<file path="config.mk">
export PLATFORM = sky130hd
export DESIGN_NAME = ddr3_cmd_arbiter
export DESIGN_NICKNAME = d
export VERILOG_FILES = /design/src/rtl/ddr3_arb_pkg.sv /design/src/rtl/ddr3_cmd_fifo.sv /design/src/rtl/ddr3_cmd_arbiter.sv
export SDC_FILE = /design/constraint.sdc
export NUM_CORES = 1
export LEC_CHECK = 0
export CAP_MARGIN = 20
export CORE_ASPECT_RATIO = 0.75
export CORE_MARGIN = 2
export CORE_UTILIZATION = 50
export CTS_CLUSTER_DIAMETER = 150
export DETAILED_ROUTE_END_ITERATION = 16
export PLACE_DENSITY = 0.81
export SYNTH_ARGS = -nofsm -noshare
export SYNTH_HDL_FRONTEND = slang
export SYNTH_SLANG_ARGS = --single-unit
</file>
<file path="constraint.sdc">
create_clock -name ck -period 5.6 [get_ports ck]
set_input_delay 0.56 -clock ck [delete_from_list [all_inputs] [get_ports ck]]
set_output_delay 0.56 -clock ck [all_outputs]
set_load 0.02 [all_outputs]
</file>
<file path="src/rtl/ddr3_arb_pkg.sv">
// Command field layout and address-mapping helpers shared by the DDR3 command
// arbiter and the controller's bank/row decode.
package ddr3_arb_pkg;
  localparam int CMD_W      = 65;
  localparam int CMD_WR_BIT = 64;
  localparam int ADDR_LSB   = 32;
  localparam int BANK_LSB   = 10;
  localparam int BANK_W     = 3;
  localparam int ROW_LSB    = 13;
  localparam int ROW_W      = 16;

  typedef struct packed {
    logic        wr;
    logic [31:0] addr;
    logic [31:0] data;
  } ddr3_cmd_t;

  function automatic logic [BANK_W-1:0] bank_of(input logic [31:0] addr);
    return addr[BANK_LSB +: BANK_W];
  endfunction

  function automatic logic [ROW_W-1:0] row_of(input logic [31:0] addr);
    return addr[ROW_LSB +: ROW_W];
  endfunction
endpackage

</file>
<file path="src/rtl/ddr3_cmd_fifo.sv">
// Synchronous DEPTH-entry command queue; the head reads as zero while empty.
module ddr3_cmd_fifo #(
  parameter int W     = 67,
  parameter int DEPTH = 4
) (
  input  logic                   ck,
  input  logic                   rst,
  input  logic                   push,
  input  logic [W-1:0]           push_data,
  input  logic                   pop,
  output logic [W-1:0]           head,
  output logic [$clog2(DEPTH):0] count
);
  localparam int AW = $clog2(DEPTH);

  logic [W-1:0]  mem [DEPTH];
  logic [AW-1:0] wr_ptr;
  logic [AW-1:0] rd_ptr;
  logic          do_push;
  logic          do_pop;

  assign do_pop  = pop && (count != '0);
  assign do_push = push && ((count != (AW+1)'(DEPTH)) || do_pop);

  always_ff @(posedge ck or posedge rst) begin
    if (rst) begin
      wr_ptr <= '0;
      rd_ptr <= '0;
      count  <= '0;
    end else begin
      if (do_push) wr_ptr <= wr_ptr + 1'b1;
      if (do_pop)  rd_ptr <= rd_ptr + 1'b1;
      case ({do_push, do_pop})
        2'b10:   count <= count + 1'b1;
        2'b01:   count <= count - 1'b1;
        default: ;
      endcase
    end
  end

  always_ff @(posedge ck) begin
    if (do_push) mem[wr_ptr] <= push_data;
  end

  assign head = (count == '0) ? '0 : mem[rd_ptr];
endmodule

</file>
<file path="src/rtl/ddr3_cmd_arbiter.sv">
// Round-robin arbiter feeding a command queue for the shared DDR3 command port.
// Optional open-row preference is built when DDR3_ARB_ROW_HIT_EN is defined.
module ddr3_cmd_arbiter
  import ddr3_arb_pkg::*;
#(
  parameter int NREQ     = 4,
  parameter int DEPTH    = 4,
  parameter int MAX_WAIT = 8
) (
  input  logic                        ck,
  input  logic                        rst,
  input  logic [NREQ-1:0]             req_valid,
  input  logic [NREQ-1:0][CMD_W-1:0]  req_data,
  output logic [NREQ-1:0]             req_ready,
  output logic                        cmd_ready,
  output logic [CMD_W-1:0]            cmd_data,
  output logic [$clog2(NREQ)-1:0]     cmd_src,
  input  logic                        cmd_get,
  output logic [$clog2(DEPTH):0]      fifo_level
);
  localparam int SRC_W = $clog2(NREQ);
  localparam int LVL_W = $clog2(DEPTH) + 1;

  if (NREQ < 2 || NREQ > 8 || DEPTH < 2 || (DEPTH & (DEPTH - 1)) != 0 || MAX_WAIT < 1) begin : g_param_check
    $error("ddr3_cmd_arbiter: illegal NREQ/DEPTH/MAX_WAIT");
  end

  logic                   get_d;
  logic                   pop_pend;
  logic                   pop;
  logic                   push;
  logic                   space;
  logic                   rr_adv;
  logic [SRC_W-1:0]       rr_ptr;
  logic [SRC_W-1:0]       gnt_idx;
  logic [NREQ-1:0]        gnt;
  logic [NREQ-1:0]        cand;
  logic [CMD_W+SRC_W-1:0] head;
  logic [LVL_W-1:0]       count;

  assign pop   = pop_pend && (count != '0);
  assign space = (count != LVL_W'(DEPTH)) || pop;

`ifdef DDR3_ARB_ROW_HIT_EN
  localparam int WAIT_W = $clog2(MAX_WAIT + 1);

  ddr3_cmd_t                     head_cmd;
  logic [BANK_W-1:0]             open_bank;
  logic [ROW_W-1:0]              open_row;
  logic                          open_vld;
  logic [NREQ-1:0]               hit;
  logic [NREQ-1:0]               at_max;
  logic [NREQ-1:0][WAIT_W-1:0]   wait_cnt;
  logic                          starve;
  logic                          hit_sel;

  assign head_cmd = ddr3_cmd_t'(head[CMD_W-1:0]);

  always_comb begin
    hit    = '0;
    at_max = '0;
    for (int i = 0; i < NREQ; i++) begin
      hit[i]    = open_vld &&
                  (bank_of(req_data[i][ADDR_LSB +: 32]) == open_bank) &&
                  (row_of(req_data[i][ADDR_LSB +: 32]) == open_row);
      at_max[i] = (wait_cnt[i] == WAIT_W'(MAX_WAIT));
    end
  end

  // A starving requester suspends the row-hit shortcut until it is served.
  assign starve  = |at_max;
  assign hit_sel = !starve && |(req_valid & hit);
  assign cand    = hit_sel ? (req_valid & hit) : req_valid;
  assign rr_adv  = push && !hit_sel;

  always_ff @(posedge ck or posedge rst) begin
    if (rst) begin
      open_vld <= 1'b0;
      wait_cnt <= '0;
    end else begin
      if (pop) open_vld <= 1'b1;
      for (int i = 0; i < NREQ; i++) begin
        if (gnt[i])
          wait_cnt[i] <= '0;
        else if (req_valid[i] && !at_max[i])
          wait_cnt[i] <= wait_cnt[i] + 1'b1;
      end
    end
  end

  always_ff @(posedge ck) begin
    if (pop) begin
      open_bank <= bank_of(head_cmd.addr);
      open_row  <= row_of(head_cmd.addr);
    end
  end
`else
  assign cand   = req_valid;
  assign rr_adv = push;
`endif

  always_comb begin
    int   j;
    logic found;
    j       = 0;
    found   = 1'b0;
    gnt     = '0;
    gnt_idx = '0;
    for (int k = 0; k < NREQ; k++) begin
      j = int'(rr_ptr) + k;
      if (j >= NREQ) j = j - NREQ;
      if (!found && cand[j]) begin
        found   = 1'b1;
        gnt[j]  = 1'b1;
        gnt_idx = SRC_W'(j);
      end
    end
    if (rst || !space) gnt = '0;
  end

  assign push      = |(req_valid & gnt);
  assign req_ready = gnt;

  // Fetch edge detect: the pop lands one edge after cmd_get is first seen high.
  always_ff @(posedge ck or posedge rst) begin
    if (rst) begin
      get_d    <= 1'b0;
      pop_pend <= 1'b0;
      rr_ptr   <= '0;
    end else begin
      get_d <= cmd_get;
      if (pop_pend)
        pop_pend <= 1'b0;
      else if (cmd_get && !get_d && (count != '0))
        pop_pend <= 1'b1;
      if (rr_adv)
        rr_ptr <= (gnt_idx == SRC_W'(NREQ - 1)) ? '0 : gnt_idx + 1'b1;
    end
  end

  ddr3_cmd_fifo #(
    .W     (CMD_W + SRC_W),
    .DEPTH (DEPTH)
  ) u_fifo (
    .ck        (ck),
    .rst       (rst),
    .push      (push),
    .push_data ({gnt_idx, req_data[gnt_idx]}),
    .pop       (pop),
    .head      (head),
    .count     (count)
  );

  assign cmd_ready  = (count != '0);
  assign cmd_data   = head[CMD_W-1:0];
  assign cmd_src    = head[CMD_W +: SRC_W];
  assign fifo_level = count;
endmodule

</file>
## Yosys cells after proc, flatten, opt, wreduce, memory -nomap -nowiden

Memory sizes are Yosys's and may differ from the RTL's.
Cells that the tools add are included.

| operators by class | value |
|---|---|
| equal/unequal tests | 4 |
| shift operators | 0 |
| $add $sub $neg | 12 |
| multipliers | 0 |
| reduce and logical (&&, ||, !) cells | 24 |
| mux-type cells | 45 |
| div/mod/pow operators | 0 |
| order comparisons | 13 |
| bitwise gates (word level) | 4 |

Operators by type and width:

| kind | count |
|---|---|
| 65-bit binary-select mux with 2-bit select | 1 |
| 32-bit by 1-bit >= comparator with 1-bit output, second input constant | 4 |
| 32-bit by 4-bit less-than comparator with 1-bit output, second input constant | 4 |
| 32-bit two-way mux | 4 |
| 67-bit two-way mux | 1 |
| 65-bit two-way mux | 1 |
| 4-bit two-way mux | 5 |
| 1-bit two-way mux | 19 |
| 1-bit logical AND | 12 |
| 4-bit OR | 3 |
| 3-bit by 3-bit subtractor with 4-bit output, second input constant | 3 |
| 2-bit two-way mux | 5 |
| 3-bit >= comparator, second input constant | 3 |
| 1-bit binary-select mux with 2-bit select | 4 |
| 1-bit demux with 2-bit select | 4 |
| 2-bit by 1-bit adder with 2-bit output, second input constant | 3 |
| 2-bit by 2-bit adder with 3-bit output, second input constant | 2 |
| 3-bit one-hot mux with 2 select lines | 1 |
| 1-bit logical NOT | 5 |
| 4-bit bitwise AND | 1 |
| 2-bit equality test, second input constant | 2 |
| 4-bit OR reduction | 1 |
| 2-bit by 3-bit subtractor with 4-bit output, second input constant | 1 |
| 2-bit by 1-bit adder with 3-bit output, second input constant | 1 |
| 10 further kinds | 12 |

| storage, ports and cells | value |
|---|---|
| word-level logic and storage cells | 109 |
| bits in writable memories | 268 |
| bits in registers | 11 |
| bits in latches | 0 |
| input bits | 267 |
| output and inout port bits | 75 |
| memories | 1 |
| bits in read-only memories | 0 |

Memories:

| memory | words | width | read ports | clocked after memory_dff | wr ports | line | RTL |
|---|---|---|---|---|---|---|---|
| u_fifo.mem | 4 | 67 | 1 | 0 | 1 | ddr3_cmd_fifo.sv:16 | `logic [W-1:0] mem [DEPTH];` |

## Depth between registers and ports, before layout

| logic depth | value |
|---|---|
| depth after elaboration | 21 |
| gate-level depth with buffers | 17 |
| gate-level depth less buffers | 14 |

## Cells and area by module

Synthesis repeated with hierarchy kept, for this count alone.

| unflattened totals | value |
|---|---|
| cells, all modules | 800 |
| area total of the unflattened synthesis | 13782.0 um2 |

Modules (own cells, without submodules):

| module | times used | cells an instance | seq. area each (um2) | area an instance (um2) |
|---|---|---|---|---|
| ddr3_cmd_fifo | 1 | 479 | 8222.9 | 10620.2 |
| ddr3_cmd_arbiter | 1 | 321 | 100.1 | 3161.8 |

## Worst setup path after synthesis

OpenSTA, ideal clock, no wires.

| timing path | value |
|---|---|
| path type | register -> register |
| start point | reg rr_ptr[0] |
| end point | mem u_fifo.mem[0][0] (enable) |
| library setup time | 0.432 ns |
| setup slack | 0.817 ns |
| required time | 5.168 ns |
| clock period less this slack | 4.783 ns |
| arrival | 4.351 ns |
| stages on the path, launching flop included | 12 |
| buffers on the path | 3 |
| path through | dfrtp_1 > buf_6 > clkbuf_1 > inv_1 > ha_1 > buf_6 > mux4_2 > nor4b_4 > and3_1 > a311oi_1 > nand3_2 > and2_1 |

| between the ends | value |
|---|---|
| cells in the longest elaborated chain, start to end | 21 |
| elaborated cells on any way between the ends | 69 |
| classes of those cells | add/sub: 7; order compare: 12; mux: 34; bitwise: 4; reduce/logical: 12 |

RTL lines:

| what | line | RTL |
|---|---|---|
| start: declaration | ddr3_cmd_arbiter.sv:34 | `logic [SRC_W-1:0] rr_ptr;` |
| start signal: assignment | ddr3_cmd_arbiter.sv:137 | `rr_ptr <= (gnt_idx == SRC_W'(NREQ - 1)) ? '0 : gnt_idx + 1'b1;` |
| branches (longest 14 deep; another with 32-bit by 1-bit >= comparator with 1-bit output) | -- |  |
| 4-bit two-way mux * | ddr3_cmd_arbiter.sv:112 | `if (!found && cand[j]) begin` |
| 4-bit two-way mux * | ddr3_cmd_arbiter.sv:118 | `if (rst \|\| !space) gnt = '0;` |
| 4-bit bitwise AND * | ddr3_cmd_arbiter.sv:121 | `assign push = \|(req_valid & gnt);` |
| 4-bit OR reduction * | ddr3_cmd_arbiter.sv:121 |  |
| 1-bit logical AND * | ddr3_cmd_fifo.sv:23 | `assign do_push = push && ((count != (AW+1)'(DEPTH)) \|\| do_pop);` |
| 1-bit two-way mux * | ddr3_cmd_fifo.sv:42 | `if (do_push) mem[wr_ptr] <= push_data;` |
| 1-bit two-way mux (implied by the code) * | ddr3_cmd_fifo.sv:42 |  |
| end: declaration | ddr3_cmd_fifo.sv:16 |  |

Mark *: on every way between the ends. The select of a mux whose other input is x is not followed.

## Worst setup path after layout

| timing path | value |
|---|---|
| start point | reg rr_ptr[1] |
| end point | out req_ready[1] |

| between the ends | value |
|---|---|
| cells in the longest elaborated chain, start to end | 16 |
| elaborated cells on any way between the ends | 64 |
| classes of those cells | add/sub: 7; order compare: 12; mux: 32; bitwise: 3; reduce/logical: 10 |

RTL lines:

| what | line | RTL |
|---|---|---|
| branches (longest 14 deep; another with 32-bit by 1-bit >= comparator with 1-bit output) | -- |  |
| 4-bit two-way mux * | ddr3_cmd_arbiter.sv:112 |  |
| 4-bit two-way mux * | ddr3_cmd_arbiter.sv:118 |  |
| end: declaration | ddr3_cmd_arbiter.sv:14 | `output logic [NREQ-1:0] req_ready,` |

Marked as above.

==> flow_summary.yaml <==
timing:
  hold_viol_final: 0
  fmax_ghz: 0.222
  setup_viol: 0
  slew_violations: 0
  fin_crit_sh: 0.805
  final.setup.tns_ns: 0
  post-route-min-period_ns: 4.51
  rsz0062_at_grt: "false"
  tightest_slew_ns: 1.07
  maxSlewHeadroom: 0.288
  fin_skew_ns: 0.00812
status:
  outcome: "finished, final reports clean"
detailed_routing:
  ant_nets: 0
  dr_total_vias: 8192
  wl_per_cell_um: 21.8
  drc_errors: 0
  initialDrtViolationCount: 552
  totalWireLength_um: 32000
  via_per_inst: 5.58
  drt_pass1_iterations: 5
synth:
  syn_inst: 774
  synth-edff-count: 268
  synth_compound_area_frac: 0.0157
  synth-seq-cells: 279
  synth_top_area_frac: 0.600
  synth_top_family_by_area: "multiplexers"
  async_flop_share: 0.0394
  synth_nets: 1052
  netlist_area_um2: 13400
  synthMuxAreaShare: 0.276
  ys.flop_type: "edfxtp_1"
  synthTopCellsByArea: "edfxtp_1 (60%), mux2i_1 (15%), mux4_2 (12%)"
  syn_area_per_cell_um2: 17.3
  synth_warnings: 0
  synth_top_area_cell: "edfxtp_1"
  yosys.area_share.adder: 0.0108
  synth_seq_area_share: 0.621
  netlist-cell-type-count: 42
  yosys.area_share.simple: 0.0466
  synth_xor_area_frac: 0.00392
finish:
  finalNetCount: 1384
  layout.cells.non_filler: 1468
  n_fill_cell: 1757
  layout_commonest_cell: "clkdlybuf4s50_1"
  multi_input_area_um2: 4750
  finalInstanceArea_um2: 18000
  final_cell_mix: "clkdlybuf4s50_1 (341), edfxtp_1 (268), mux2i_1 (203), mux4_2 (71), and2_1 (68)"
  final_layout_size_suffix_gt1_frac: 0.125
  antenna_cells: 0
  areaGrowthSynthToFinish_pct: 34.6
  register_area_um2: 8330
clock_network:
  clock_latency_ns: 0.52
  tritoncts: "done"
  path_clk_slew_ns: 0.06
  cts_resized: 0
  numClockSinks: 279
  h-tree-depth: 1
  cts_buffers: 28
  post_cts_buffers: 0
  hold_buffers: 0
  cts.path.max_buffers: 3
  cts_root_buffer: "clkbuf_16"
flow_run:
  maxCapViolations: 0
critical_path:
  cpMaxStageDelayCell: "mux4_2"
  max_stage_delay_ns: 0.67
  critical_path_arrival_ns: 3.95
  path_cells: "inv_1 > ha_1 > mux4_2 > nor4b_4 > nand2_1 > a21oi_1 > clkdlybuf4s50_1"
  reg2reg_depth: 9
  start_kind: "flop"
  path_max_fanout: 11
  rrSetupSlack_ns: 1.38
  reg2reg_from: "rr_ptr[1]"
  crit_path_end_kind: "output pin"
  timing.rr.end: "u_fifo.mem[3][57]"
  worst-endpoint-required_ns: 5.04
  worstSetupPathType: "reg2out"
min_path:
  hold_class: "in2async"
placement:
  io_buffers: 341
  dpl.hpwl_um: 22100
  place_inst: 1420
  dpl_cell_area_um2: 17200
  gp_congestion: 0.863
floorplanning:
  die_y_um: 146
  io_pins: 342
  dieArea_um2: 28200
  initial_core_util: 0.513
  row_count: 51
  die_w_um: 193
  core_um2: 26200
pwr:
  combPwrFrac: 0.516
  pwr_density_cell_nw_per_um2: 660
  netSwitchingPower_w: 0.00435
  vdd_ir_drop_max_uv: 456
  p_clk_frac: 0.152
  seqPwrFrac: 0.332
  swShare: 0.365
  p_leak_nw: 6.67
  p_int_w: 0.00756
grt:
  grt_first_pass_wirelength_um: 48600
  grt.total_usage: 0.225
  grt_start_max_net_pins: 69
  grt_overflow: 0
  first_global_vias: 8661
  antenna_found_initial: 0
==> per-stage QoR <==
| stage | worst slack (ns) | power [W] | util | hold WS (ns) |
|---|---|---|---|---|
| 2_1_floorplan | 0.817 | 0.00806 | - | 0.412 |
| 3_3_place_gp | 1.51 | 0.0100 | 0.656 | 0.492 |
| 3_5_place_dp | 1.37 | 0.0102 | 0.656 | 0.502 |
| 4_1_cts | 1.12 | 0.0120 | 0.690 | 0.398 |
| 5_1_grt | 0.939 | 0.0126 | 0.690 | 0.447 |
| 6_report | 1.09 | 0.0119 | 0.690 | 0.415 |
==> layer usage <==
layer / track usage / routed length (um) / part of all wire
met5: 0 / 0 / 0
met4: 0.0417 / 472 / 0.015
met3: 0.0465 / 2850 / 0.089
met2: 0.383 / 15500 / 0.48
met1: 0.303 / 13200 / 0.41
==> worst max path at each step <==
stage                         to  slack [ns]  cells past startpoint          from
5_1_grt             req_ready[1]        0.94                      7     rr_ptr[1]
6_report            req_ready[1]        1.09                      7     rr_ptr[1]
4_1_cts             req_ready[1]        1.12                      7     rr_ptr[1]
2_1_floorplan   u_fifo.mem[0][0]        0.82                     11     rr_ptr[0]
3_3_place_gp   u_fifo.mem[1][17]        1.51                      8  req_valid[3]
3_5_place_dp    u_fifo.mem[2][0]        1.37                      8  req_valid[0]
==> area by class of cell <==
type / instances / area share
clock buffers: 32 / 0.0408
clock inverters: 16 / 0.00887
inverters: 13 / 0.00270
multi-input cells: 429 / 0.263
flip-flops and latches: 279 / 0.462
well taps: 344 / 0.0238
repair buffers: 355 / 0.199
==> flip-flops by register name, indices dropped and copies added (netlist names) <==
register,flops
pop_pend,1
get_d,1
u_fifo.rd_ptr,2
u_fifo.wr_ptr,2
rr_ptr,2
u_fifo.count,3
u_fifo.mem,268
==> critical path, delay by kind of cell, from the launching register on <==
kind	cells	cell delay (ns)
adders and majority gates	1	0.49
buffers and inverters	2	0.78
DFF	1	0.65
AOI/OAI and AO/OA	1	0.20
and+or+nand+nor	2	0.63
muxes	1	0.67
==> power by group through the flow <==
| stage | registers, W | logic [W] | clock network (W) |
|---|---|---|---|
| after floorplan | 0.00379 | 0.00427 | 0 |
| after global placement | 0.00397 | 0.00607 | 0 |
| after detailed placement | 0.00401 | 0.00620 | 0 |
| after CTS | 0.00397 | 0.00622 | 0.00184 |
| after global routing | 0.00403 | 0.00660 | 0.00193 |
| final | 0.00396 | 0.00614 | 0.00181 |
==> kinds of logic after synthesis <==
kind of cell             count (synthesis)
AO/OA/AOI/OAI                           30
XOR/XNOR                                 6
adder cells (fa/ha/maj)                 11
buffers and inverters                   66
flip-flops                             279
multiplexers                           280
AND/OR/NAND/NOR                        102
==> Yosys cell counts, types with 4 or more instances <==
| library cell | instances |
|---|---|
| clkbuf_1 | 20 |
| ha_1 | 10 |
| nor2_1 | 9 |
| mux2_2 | 4 |
| nand2_1 | 7 |
| buf_6 | 12 |
| dfrtp_1 | 11 |
| edfxtp_1 | 268 |
| buf_1 | 8 |
| and2_1 | 72 |
| o22ai_1 | 5 |
| mux2i_1 | 203 |
| mux4_2 | 71 |
| inv_1 | 13 |
| buf_2 | 12 |
| a21oi_1 | 10 |
No activity file was read; power rests on OpenSTA's default activity.
